`config.mk`:
```
export PLATFORM = sky130hd
export DESIGN_NAME = unidade_controle_flat
export DESIGN_NICKNAME = d
export VERILOG_FILES = /design/src/rtl/uc_pkg.sv /design/src/rtl/unidade_controle_if.sv /design/src/rtl/unidade_controle_decodificador.sv /design/src/rtl/unidade_controle.sv /design/src/flat_wrapper.sv
export SDC_FILE = /design/constraint.sdc
export NUM_CORES = 1
export LEC_CHECK = 0
export CAP_MARGIN = 20
export CORE_MARGIN = 5
export CORE_UTILIZATION = 35
export CTS_CLUSTER_SIZE = 24
export DETAILED_ROUTE_END_ITERATION = 7
export MAX_ROUTING_LAYER = met4
export PLACE_DENSITY = 0.7
export SLEW_MARGIN = 20
export SYNTH_ARGS = -nofsm -noshare
export SYNTH_HDL_FRONTEND = slang
export SYNTH_SLANG_ARGS = --single-unit
```
`constraint.sdc`:
```
create_clock -name clk -period 8 [get_ports clk]
set_input_delay 0.8 -clock clk [delete_from_list [all_inputs] [get_ports clk]]
set_output_delay 0.8 -clock clk [all_outputs]
set_load 0.03 [all_outputs]
```
`src/rtl/uc_pkg.sv`:
```
// Shared definitions for the multicycle control unit.
//   state_t      : FSM states (IDLE, FETCH, DECODE, EXEC, MEM, WB, HALT)
//   OPC_*/F3_*/F7_* : opcode and function-field encodings of the supported subset
//   OPM_*        : OP_MEM_I codes presented to the address/ALU unit
//   ECALL_WORD   : the single instruction word that halts the machine
//   sext12       : sign-extends a 12-bit immediate to 64 bits
package uc_pkg;

  typedef enum logic [2:0] {
    S_IDLE,
    S_FETCH,
    S_DECODE,
    S_EXEC,
    S_MEM,
    S_WB,
    S_HALT
  } state_t;

  localparam logic [6:0] OPC_OP    = 7'b0110011;
  localparam logic [6:0] OPC_OPIMM = 7'b0010011;
  localparam logic [6:0] OPC_LOAD  = 7'b0000011;
  localparam logic [6:0] OPC_STORE = 7'b0100011;

  localparam logic [2:0] F3_ADD    = 3'b000;
  localparam logic [2:0] F3_DWORD  = 3'b011;

  localparam logic [6:0] F7_ADD    = 7'b0000000;
  localparam logic [6:0] F7_SUB    = 7'b0100000;

  localparam logic [1:0] OPM_ADDSUB = 2'd0;
  localparam logic [1:0] OPM_MEM    = 2'd1;
  localparam logic [1:0] OPM_ADDI   = 2'd2;

  localparam logic [31:0] ECALL_WORD = 32'h0000_0073;

  function automatic logic [63:0] sext12(input logic [11:0] v);
    return {{52{v[11]}}, v};
  endfunction

endpackage

```
`src/rtl/unidade_controle_if.sv`:
```
// Bundle between the control unit, the instruction ROM and the datapath.
//   imem_addr/imem_data : instruction ROM address out, word back one cycle later
//   Ra/Rb/Rw            : register bank read A, read B and write addresses
//   WE_reg/WE_mem       : register bank and data memory write enables
//   OFFSET              : sign-extended immediate
//   OP_MEM_I/ADD_SUB    : address/ALU operation select
// master = control unit side, slave = ROM/datapath side.
interface unidade_controle_if;
  logic [63:0] imem_addr;
  logic [31:0] imem_data;
  logic [4:0]  Ra;
  logic [4:0]  Rb;
  logic [4:0]  Rw;
  logic        WE_reg;
  logic        WE_mem;
  logic [63:0] OFFSET;
  logic [1:0]  OP_MEM_I;
  logic        ADD_SUB;

  modport master (
    output imem_addr, Ra, Rb, Rw, WE_reg, WE_mem, OFFSET, OP_MEM_I, ADD_SUB,
    input  imem_data
  );

  modport slave (
    input  imem_addr, Ra, Rb, Rw, WE_reg, WE_mem, OFFSET, OP_MEM_I, ADD_SUB,
    output imem_data
  );
endinterface

```
`src/rtl/unidade_controle_decodificador.sv`:
```
// Combinational instruction decoder.
//   inst_i         : 32-bit instruction word
//   ra_o/rb_o/rw_o : register addresses for the datapath
//   offset_o       : sign-extended immediate (0 for add/sub)
//   op_mem_i_o     : operation select, add_sub_o : 1 = subtract
//   is_load_o/is_store_o/writes_reg_o : instruction class
//   is_halt_o      : ecall, is_illegal_o : any unsupported encoding
module decodificador
  import uc_pkg::*;
(
  input  logic [31:0] inst_i,
  output logic [4:0]  ra_o,
  output logic [4:0]  rb_o,
  output logic [4:0]  rw_o,
  output logic [63:0] offset_o,
  output logic [1:0]  op_mem_i_o,
  output logic        add_sub_o,
  output logic        is_load_o,
  output logic        is_store_o,
  output logic        writes_reg_o,
  output logic        is_halt_o,
  output logic        is_illegal_o
);

  logic [6:0] opcode;
  logic [2:0] funct3;
  logic [6:0] funct7;
  logic [4:0] rd, rs1, rs2;

  assign opcode = inst_i[6:0];
  assign rd     = inst_i[11:7];
  assign funct3 = inst_i[14:12];
  assign rs1    = inst_i[19:15];
  assign rs2    = inst_i[24:20];
  assign funct7 = inst_i[31:25];

  always_comb begin
    ra_o         = '0;
    rb_o         = '0;
    rw_o         = '0;
    offset_o     = '0;
    op_mem_i_o   = OPM_ADDSUB;
    add_sub_o    = 1'b0;
    is_load_o    = 1'b0;
    is_store_o   = 1'b0;
    writes_reg_o = 1'b0;
    is_halt_o    = 1'b0;
    is_illegal_o = 1'b0;

    if (inst_i == ECALL_WORD) begin
      is_halt_o = 1'b1;
    end else if (opcode == OPC_OP && funct3 == F3_ADD &&
                 (funct7 == F7_ADD || funct7 == F7_SUB)) begin
      ra_o         = rs1;
      rb_o         = rs2;
      rw_o         = rd;
      add_sub_o    = (funct7 == F7_SUB);
      writes_reg_o = 1'b1;
    end else if (opcode == OPC_OPIMM && funct3 == F3_ADD) begin
      ra_o         = rs1;
      rw_o         = rd;
      offset_o     = sext12(inst_i[31:20]);
      op_mem_i_o   = OPM_ADDI;
      writes_reg_o = 1'b1;
    end else if (opcode == OPC_LOAD && funct3 == F3_DWORD) begin
      rb_o         = rs1;
      rw_o         = rd;
      offset_o     = sext12(inst_i[31:20]);
      op_mem_i_o   = OPM_MEM;
      is_load_o    = 1'b1;
      writes_reg_o = 1'b1;
    end else if (opcode == OPC_STORE && funct3 == F3_DWORD) begin
      // Store data comes out of port A, the base address out of port B.
      ra_o       = rs2;
      rb_o       = rs1;
      offset_o   = sext12({funct7, rd});
      op_mem_i_o = OPM_MEM;
      is_store_o = 1'b1;
    end else begin
      is_illegal_o = 1'b1;
    end
  end

endmodule

```
`src/rtl/unidade_controle.sv`:
```
// Multicycle control unit: owns PC, IR and halt/illegal status, fetches from a
// synchronous instruction ROM and sequences datapath controls per instruction.
//   clk, reset : clock and synchronous active-high reset
//   start      : one-cycle pulse that leaves IDLE
//   bus        : ROM address/data and datapath controls (master side)
//   busy       : running (not IDLE, not HALT)
//   halted     : in HALT; illegal : HALT was caused by an unsupported word
module unidade_controle
  import uc_pkg::*;
#(
  parameter logic [63:0] RESET_PC = 64'h0,
  parameter logic [63:0] PC_STEP  = 64'd4
) (
  input  logic               clk,
  input  logic               reset,
  input  logic               start,
  unidade_controle_if.master bus,
  output logic               busy,
  output logic               halted,
  output logic               illegal
);

  state_t      state_q, state_d;
  logic [63:0] pc_q, pc_d;
  logic [31:0] ir_q, ir_d;
  logic        illegal_q, illegal_d;

  logic [31:0] dec_inst;
  logic [4:0]  dec_ra, dec_rb, dec_rw;
  logic [63:0] dec_offset;
  logic [1:0]  dec_op_mem_i;
  logic        dec_add_sub, dec_is_load, dec_is_store;
  logic        dec_writes_reg, dec_is_halt, dec_is_illegal;
  logic        ctrl_active;

  // In DECODE the word arriving from the ROM is classified directly so the
  // halt/illegal branch is taken in the same cycle IR is loaded; afterwards
  // the decoder looks at IR.
  assign dec_inst = (state_q == S_DECODE) ? bus.imem_data : ir_q;

  decodificador u_dec (
    .inst_i       (dec_inst),
    .ra_o         (dec_ra),
    .rb_o         (dec_rb),
    .rw_o         (dec_rw),
    .offset_o     (dec_offset),
    .op_mem_i_o   (dec_op_mem_i),
    .add_sub_o    (dec_add_sub),
    .is_load_o    (dec_is_load),
    .is_store_o   (dec_is_store),
    .writes_reg_o (dec_writes_reg),
    .is_halt_o    (dec_is_halt),
    .is_illegal_o (dec_is_illegal)
  );

  always_ff @(posedge clk) begin
    if (reset) begin
      state_q   <= S_IDLE;
      pc_q      <= RESET_PC;
      ir_q      <= '0;
      illegal_q <= 1'b0;
    end else begin
      state_q   <= state_d;
      pc_q      <= pc_d;
      ir_q      <= ir_d;
      illegal_q <= illegal_d;
    end
  end

  always_comb begin
    state_d   = state_q;
    pc_d      = pc_q;
    ir_d      = ir_q;
    illegal_d = illegal_q;
    unique case (state_q)
      S_IDLE:   if (start) state_d = S_FETCH;
      S_FETCH:  state_d = S_DECODE;
      S_DECODE: begin
        ir_d = bus.imem_data;
        if (dec_is_halt) begin
          state_d = S_HALT;
        end else if (dec_is_illegal) begin
          state_d   = S_HALT;
          illegal_d = 1'b1;
        end else begin
          state_d = S_EXEC;
        end
      end
      S_EXEC:   state_d = dec_is_load ? S_MEM : S_WB;
      S_MEM:    state_d = S_WB;
      S_WB: begin
        pc_d    = pc_q + PC_STEP;
        state_d = S_FETCH;
      end
      S_HALT:   state_d = S_HALT;
      default:  state_d = S_IDLE;
    endcase
  end

  // Control fields are only presented while an instruction is executing;
  // they are zero in IDLE/FETCH/DECODE/HALT.
  assign ctrl_active = (state_q == S_EXEC) || (state_q == S_MEM) || (state_q == S_WB);

  assign bus.imem_addr = pc_q;
  assign bus.Ra        = ctrl_active ? dec_ra       : 5'd0;
  assign bus.Rb        = ctrl_active ? dec_rb       : 5'd0;
  assign bus.Rw        = ctrl_active ? dec_rw       : 5'd0;
  assign bus.OFFSET    = ctrl_active ? dec_offset   : 64'd0;
  assign bus.OP_MEM_I  = ctrl_active ? dec_op_mem_i : OPM_ADDSUB;
  assign bus.ADD_SUB   = ctrl_active ? dec_add_sub  : 1'b0;

  // Reset gates the enables combinationally so a WB cycle caught by reset
  // never commits; x0 is never written.
  assign bus.WE_reg = (state_q == S_WB) && dec_writes_reg && (dec_rw != 5'd0) && !reset;
  assign bus.WE_mem = (state_q == S_WB) && dec_is_store && !reset;

  assign busy    = (state_q != S_IDLE) && (state_q != S_HALT);
  assign halted  = (state_q == S_HALT);
  assign illegal = illegal_q;

endmodule

```
`src/flat_wrapper.sv`:
```
// flat-port wrapper written by rule: the top's interface ports become plain ports
module unidade_controle_flat import uc_pkg::*;
#(
  parameter logic [63:0] RESET_PC = 64'h0,
  parameter logic [63:0] PC_STEP  = 64'd4
)
  (clk, reset, start, busy, halted, illegal, bus_imem_addr, bus_Ra, bus_Rb, bus_Rw, bus_WE_reg, bus_WE_mem, bus_OFFSET, bus_OP_MEM_I, bus_ADD_SUB, bus_imem_data);
  unidade_controle_if bus_i ();
  input  logic clk;
  input  logic reset;
  input  logic start;
  output logic busy;
  output logic halted;
  output logic illegal;
  output wire logic [$bits(bus_i.imem_addr)-1:0] bus_imem_addr;
  output wire logic [$bits(bus_i.Ra)-1:0] bus_Ra;
  output wire logic [$bits(bus_i.Rb)-1:0] bus_Rb;
  output wire logic [$bits(bus_i.Rw)-1:0] bus_Rw;
  output wire logic [$bits(bus_i.WE_reg)-1:0] bus_WE_reg;
  output wire logic [$bits(bus_i.WE_mem)-1:0] bus_WE_mem;
  output wire logic [$bits(bus_i.OFFSET)-1:0] bus_OFFSET;
  output wire logic [$bits(bus_i.OP_MEM_I)-1:0] bus_OP_MEM_I;
  output wire logic [$bits(bus_i.ADD_SUB)-1:0] bus_ADD_SUB;
  input wire logic [$bits(bus_i.imem_data)-1:0] bus_imem_data;
  assign bus_imem_addr = bus_i.imem_addr;
  assign bus_Ra = bus_i.Ra;
  assign bus_Rb = bus_i.Rb;
  assign bus_Rw = bus_i.Rw;
  assign bus_WE_reg = bus_i.WE_reg;
  assign bus_WE_mem = bus_i.WE_mem;
  assign bus_OFFSET = bus_i.OFFSET;
  assign bus_OP_MEM_I = bus_i.OP_MEM_I;
  assign bus_ADD_SUB = bus_i.ADD_SUB;
  assign bus_i.imem_data = bus_imem_data;
  unidade_controle #(.RESET_PC(RESET_PC), .PC_STEP(PC_STEP)) u_core (.clk(clk), .reset(reset), .start(start), .bus(bus_i), .busy(busy), .halted(halted), .illegal(illegal));
endmodule
```
# Word-level counts from Yosys, hierarchy flattened
# Cells that the tools add are included.
# W data, S select, Z words.
[totals] ff_bits=100 out_inout_bits=151 word_cells=98
[op_classes] n_addsub=1 n_eq_ne=15 muxes=56 bitwise=1 reduce_logical=21
[op_table] operator="$mux W64" n=6
[op_table] operator="$mux W5" n=17
[op_table] operator="$add A64 B3 Y64 const B" n=1
[op_table] operator="$eq A32 B7 Y1 const B" n=1
[op_table] operator="$mux W32" n=1
[op_table] operator="$mux W1" n=24
[op_table] operator="$eq A7 B6 Y1 const B" n=3
[op_table] operator="$pmux W3 S7" n=1
[op_table] operator="$logic_and A1 B1 Y1" n=11
[op_table] operator="$eq A3 B2 Y1 const B" n=3
[op_table] operator="$eq A3 B3 Y1 const B" n=3
[op_table] operator="$mux W3" n=3
[op_table] operator="$mux W2" n=4
[op_table] operator="$eq A7 B2 Y1 const B" n=1
[op_table] operator="$eq A7 B5 Y1 const B" n=1
[op_table] operator="$logic_not A7 Y1" n=1
[op_table] operator="$logic_not A3 Y1" n=2
[op_table] operator="$reduce_bool A5 Y1" n=1
[op_table] operator="$eq A3 B1 Y1 const B" n=1
[op_table] operator="$logic_or A1 B1 Y1" n=3
[op_table] operator="$ne A3 B3 Y1 const B" n=1
[op_table] operator="$reduce_and A3 Y1" n=1
[op_table] operator="$reduce_bool A3 Y1" n=1
[op_table] operator="$ne A2 B2 Y1 const B" n=1
[op_table] operator="other kinds (2)" n=2

# Longest topological paths before layout
[depth] ltp_word=12 ltp_mapped=8

# Hierarchy
# From an unflattened synthesis, not the netlist that was laid out.
[hier_totals] cells_unflattened=707 area_unflattened_um2=5910.7
[modules_own_cells] mod="unidade_controle" n_inst=1 cells_per_inst=589 area_each_um2=5047.3
[modules_own_cells] mod="decodificador" n_inst=1 cells_per_inst=118 area_each_um2=863.3

# Worst setup path after synthesis
# OpenSTA, ideal clock, no wires.
[synth_timing] path_kind="input to output" from="in bus_imem_data[2]" to="out bus_OFFSET[12]" arrival_ns=6.990 t_required_ns=7.200 path_slack_ns=0.210 stages=6 cell_sequence="nor4b_1 > nand4_1 > o31ai_1 > a21oi_1 > nor4_1 > buf_4"
[synth_via] elab_chain_cells=9 elab_cells_between_ends=17 cone_classes="eq/ne: 5; mux: 7; reduce/logical: 5"
[synth_rtl] element="start: declaration" line="flat_wrapper.sv:24" rtl="input wire logic [$bits(bus_i.imem_data)-1:0] bus_imem_data;"
[synth_rtl] element="$mux W32 (*)"
[synth_rtl] element="$eq A7 B6 Y1" line="unidade_controle_decodificador.sv:72" rtl="end else if (opcode == OPC_STORE && funct3 == F3_DWORD) begin"
[synth_rtl] element="$logic_and A1 B1 Y1" line="unidade_controle_decodificador.sv:72"
[synth_rtl] element="$mux W64" line="unidade_controle_decodificador.sv:72"
[synth_rtl] element="$mux W64" line="unidade_controle_decodificador.sv:65" rtl="end else if (opcode == OPC_LOAD && funct3 == F3_DWORD) begin"
[synth_rtl] element="$mux W64" line="unidade_controle_decodificador.sv:59" rtl="end else if (opcode == OPC_OPIMM && funct3 == F3_ADD) begin"
[synth_rtl] element="$mux W64" line="unidade_controle_decodificador.sv:52" rtl="end else if (opcode == OPC_OP && funct3 == F3_ADD &&"
[synth_rtl] element="$mux W64 (*)" line="unidade_controle_decodificador.sv:50" rtl="if (inst_i == ECALL_WORD) begin"
[synth_rtl] element="$mux W64 (*)" line="unidade_controle.sv:108" rtl="assign bus.OFFSET = ctrl_active ? dec_offset : 64'd0;"
[synth_rtl] element="end: declaration" line="flat_wrapper.sv:21" rtl="output wire logic [$bits(bus_i.OFFSET)-1:0] bus_OFFSET;"
# Mark *: on every way between the ends. The rest lies on a longest branch, timed or not.

# Final worst setup path
[layout_timing] from="reg u_core.state_q[1]" to="out bus_OFFSET[26]"
[layout_via] elab_chain_cells=10 elab_cells_between_ends=28 cone_classes="eq/ne: 11; mux: 7; reduce/logical: 10"
[layout_rtl] element="start: declaration" line="unidade_controle.sv:23" rtl="state_t state_q, state_d;"
[layout_rtl] element="start signal: assignment" line="unidade_controle.sv:63" rtl="state_q <= state_d;"
[layout_rtl] element="$eq A3 B2 Y1" line="unidade_controle.sv:39" rtl="assign dec_inst = (state_q == S_DECODE) ? bus.imem_data : ir_q;"
[layout_rtl] element="$mux W32"
[layout_rtl] element="$eq A7 B6 Y1 / $eq A3 B2 Y1 (equally long branches)" line="unidade_controle_decodificador.sv:72, unidade_controle_decodificador.sv:65"
[layout_rtl] element="$logic_and A1 B1 Y1" line="unidade_controle_decodificador.sv:72"
[layout_rtl] element="$mux W64" line="unidade_controle_decodificador.sv:72"
[layout_rtl] element="$mux W64" line="unidade_controle_decodificador.sv:65"
[layout_rtl] element="$mux W64" line="unidade_controle_decodificador.sv:59"
[layout_rtl] element="$mux W64" line="unidade_controle_decodificador.sv:52"
[layout_rtl] element="$mux W64" line="unidade_controle_decodificador.sv:50"
[layout_rtl] element="$mux W64 (*)" line="unidade_controle.sv:108"
# Marks and branches as above.

==> flow_metrics.py <==
metrics = {
    "die": {
        "num_io_pins": 186,
        "floorplan.initialDensity_pct": 35.2,
        "die_y_um": 136,
        "fp.dieW_um": 136,
        "fp.dieArea_mm2": 0.0184,
        "coreArea_mm2": 0.0157,
        "core.rowCount": 46,
    },
    "global_route": {
        "sum_of_overflow_across_all_layers_after_global_routing": 0,
        "first_pass_grt_wire_length_mm": 24.9,
        "via_count_of_the_first_global_routing_pass": 4811,
        "gr-usage-all-layers_pct": 17.1,
        "antenna_violations_before_repair": 0,
        "grt_start_max_net_pins": 104,
    },
    "yosys": {
        "async_flop_share_pct": 0,
        "synth_flop_cell": "dfxtp_1",
        "avgSynthCellArea_um2": 8.12,
        "synth-edff-count": 0,
        "ys.warnings.count": 0,
        "yosys.area.top_type": "dfxtp_1",
        "yosys-top-cells-area": "dfxtp_1, buf_4, a21oi_1, mux2i_1, nor2_1",
        "synth_seq_area_share_pct": 35.4,
        "ys_seq_elements": 98,
        "netlist_area_mm2": 0.00554,
        "synth_cell_type_count": 54,
        "synthDominantCellAreaShare_pct": 35.4,
        "synthesis.instances": 682,
    },
    "setup_path": {
        "crit_start": "u_core.state_q[1]",
        "rr_startpoint": "u_core.state_q[1]",
        "crit_path_end_kind": "output port",
        "path_max_fanout": 53,
        "worst-endpoint-arrival_ps": 4300,
        "critical_path.endpoint": "bus_OFFSET[26]",
        "worst_r2r_endpoint": "u_core.state_q[0]",
        "critical_path_class": "flop to output port",
        "ff2ff_path_depth": 5,
        "ff2ff_setup_slack_ps": 5300,
        "critPathLaunchType": "flop",
        "worst_ep_required_time_ps": 7200,
    },
    "placed_design": {
        "gpl.final_weighted_congestion": 0.915,
        "detailedPlacementHpwl_mm": 11.2,
        "dpl-instance-area_mm2": 0.00714,
        "io_buffers": 183,
    },
    "drt": {
        "detail_route.iter0.violations": 414,
        "via_count": 5390,
        "drtAntennaViolNets": 0,
        "drc": 0,
        "viasPerCell": 5.30,
        "avgRoutedWirePerCell_um": 15.5,
        "drt-pass1-iter-count": 5,
        "totalWireLength_mm": 15.8,
    },
    "sta": {
        "worst_pin_slew_ps": 1030,
        "finalWorstPathRequiredPeriod_ps": 5100,
        "final_min_period_over_clock_period_pct": 63.7,
        "hold_violations": 0,
        "holdWs_ps": 474,
        "grt_setup_unrepaired": "false",
        "final_max_slew_viol_count": 0,
        "finalSetupViolCount": 0,
        "fmax_ghz": 0.196,
        "fin_setup_tns_ps": 0,
        "clock-skew-final_ps": 9.36,
        "timing.max_slew.rel_slack_pct": 31.5,
    },
    "layout": {
        "layout.filler_cells": 1540,
        "design.final.nets": 832,
        "syn_to_layout_area_delta_pct": 35.4,
        "total_inserted_antenna_cells": 0,
        "layout_cell_share_with_drive_strength_beyond_1_pct": 4.99,
        "post-route-cell-area_mm2": 0.00750,
        "final_util_pct": 47.7,
    },
    "power_and_ir_drop": {
        "cellPowerDensity_mw_per_mm2": 173,
        "power.static_leakage_nw": 2.28,
        "ir_worst_vdd_mv": 0.0978,
    },
    "clock_network": {
        "cts_hold_buffers": 0,
        "post_cts_gate_resize_count": 0,
        "clk-insertion-delay-late_ps": 350,
        "clock_root_cell": "clkbuf_16",
        "path_clk_slew_ps": 60,
        "clockBufferDepth": 2,
        "htreeDepth": 3,
        "postCtsSetupRepairBufs": 0,
        "cts_num_sinks": 98,
        "cts_inserted_buffers": 9,
        "cts_tree": "yes",
    },
    "job": {
        "cap_violations": 0,
    },
    "hold_path": {
        "hp-start": "u_core.ir_q[2]",
        "hp-class": "flop to flop",
    },
    "status": {
        "outcome": "complete, no violations",
    },
}
==> state kept, by name (all words and copies together), names as in the netlist <==
signal	flops
u_core.bus.imem_addr	62
u_core.state_q	3
u_core.ir_q	32
u_core.illegal	1
==> cells by family after synthesis <==
logic type | Yosys count | share of synthesized area [%]
and+or+nand+nor | 305 | 30.8
AOI/OAI and AO/OA | 118 | 13.4
buffers and inverters | 106 | 11.2
DFF | 98 | 35.4
xor gates and xnor gates | 29 | 4.59
muxes | 24 | 4.34
adders and majority gates | 1 | 0.226
other | 1 | 0.0677
==> power breakdown <==
| part | switching [W] | leakage, nW | internal (W) | total [W] |
|---|---|---|---|---|
| sequential | 0.0000407 | 0.791 | 0.000524 | 0.000564 |
| combinational | 0.000175 | 1.34 | 0.000109 | 0.000284 |
| clock | 0.000191 | 0.152 | 0.000261 | 0.000452 |
| total | 0.000407 | 2.28 | 0.000893 | 0.00130 |
==> stage by stage <==
stage	setup slack [ps]	power, W	cells
5_1_grt	2620	0.00137	1017
4_1_cts	2920	0.00131	1015
6_report	2900	0.00130	1017
3_3_place_gp	3040	0.000850	999
3_5_place_dp	2970	0.000850	999
2_1_floorplan	210	0.000761	683
==> worst min path at each step <==
stage / end / slack [ps] / cells past startpoint
CTS: u_core.ir_q[3] / 480 / 2
finish: u_core.ir_q[2] / 470 / 2
floorplan: u_core.ir_q[1] / 440 / 2
detailed placement: u_core.ir_q[3] / 470 / 2
global route: u_core.bus.imem_addr[63] / 500 / 2
global placement: u_core.ir_q[14] / 460 / 2
==> final cells by class <==
class                   instances  area (µm²)  area share, %
multi-input cells             479        2980           39.7
flip-flops and latches         98        1960           26.2
repair buffers                191        1910           25.5
clock inverters                 5        60.1          0.801
well taps                     216         270           3.61
clock buffers                  11         253           3.37
inverters                      17        63.8          0.851
==> per-layer routing <==
metal / global-route usage (%) / up-vias / share of wire (%)
met5: - / - / 0
li1: - / 2684 / -
met1: 23.1 / 2505 / 46
met4: 4.37 / 0 / 1.0
met3: 3.97 / 11 / 8.0
met2: 25.8 / 190 / 45
==> placed cells by master, fill, tap and decap left out, types with 5 or more instances in the layout <==
cell type	synthesis	routed
clkdlybuf4s50_1	0	182
dfxtp_1	98	98
nor2_1	64	64
nand2_1	54	54
a21oi_1	50	49
or4_1	31	31
o31ai_1	27	27
nand3_1	24	24
mux2i_1	24	24
nor3_1	22	22
nor4_1	22	21
xnor2_1	21	21
inv_1	17	17
nand4_1	16	16
or3_1	14	14
o21ai_0	10	10
and4_1	10	10
clkbuf_16	0	9
o211ai_1	8	8
xor2_1	8	8
o22ai_1	7	7
nand2b_1	6	6
nor4b_1	6	6
buf_4	55	6
a211oi_1	5	5
==> critical path: stages (launching register included) <==
cell and delay [ps]:
dfxtp_1 620, or3b_2 720, and4_1 240, a22oi_1 410, a21oi_1 430, nor4_2 340, buf_4 420, clkdlybuf4s50_1 760
==> synthesized netlist by cell type, drive strengths merged, types with 7 or more instances <==
cell type,instances
xor2,8
or4,32
inv,17
xnor2,21
nand4,18
and4,10
nand3,24
o21ai,11
nor2,64
mux2i,24
o31ai,27
or2,7
o22ai,7
o211ai,8
nor3,22
clkbuf,27
buf,62
dfxtp,98
a21oi,50
nor4,22
or3,14
nand2,54
Note: power is estimated with default switching activity, not from simulation.
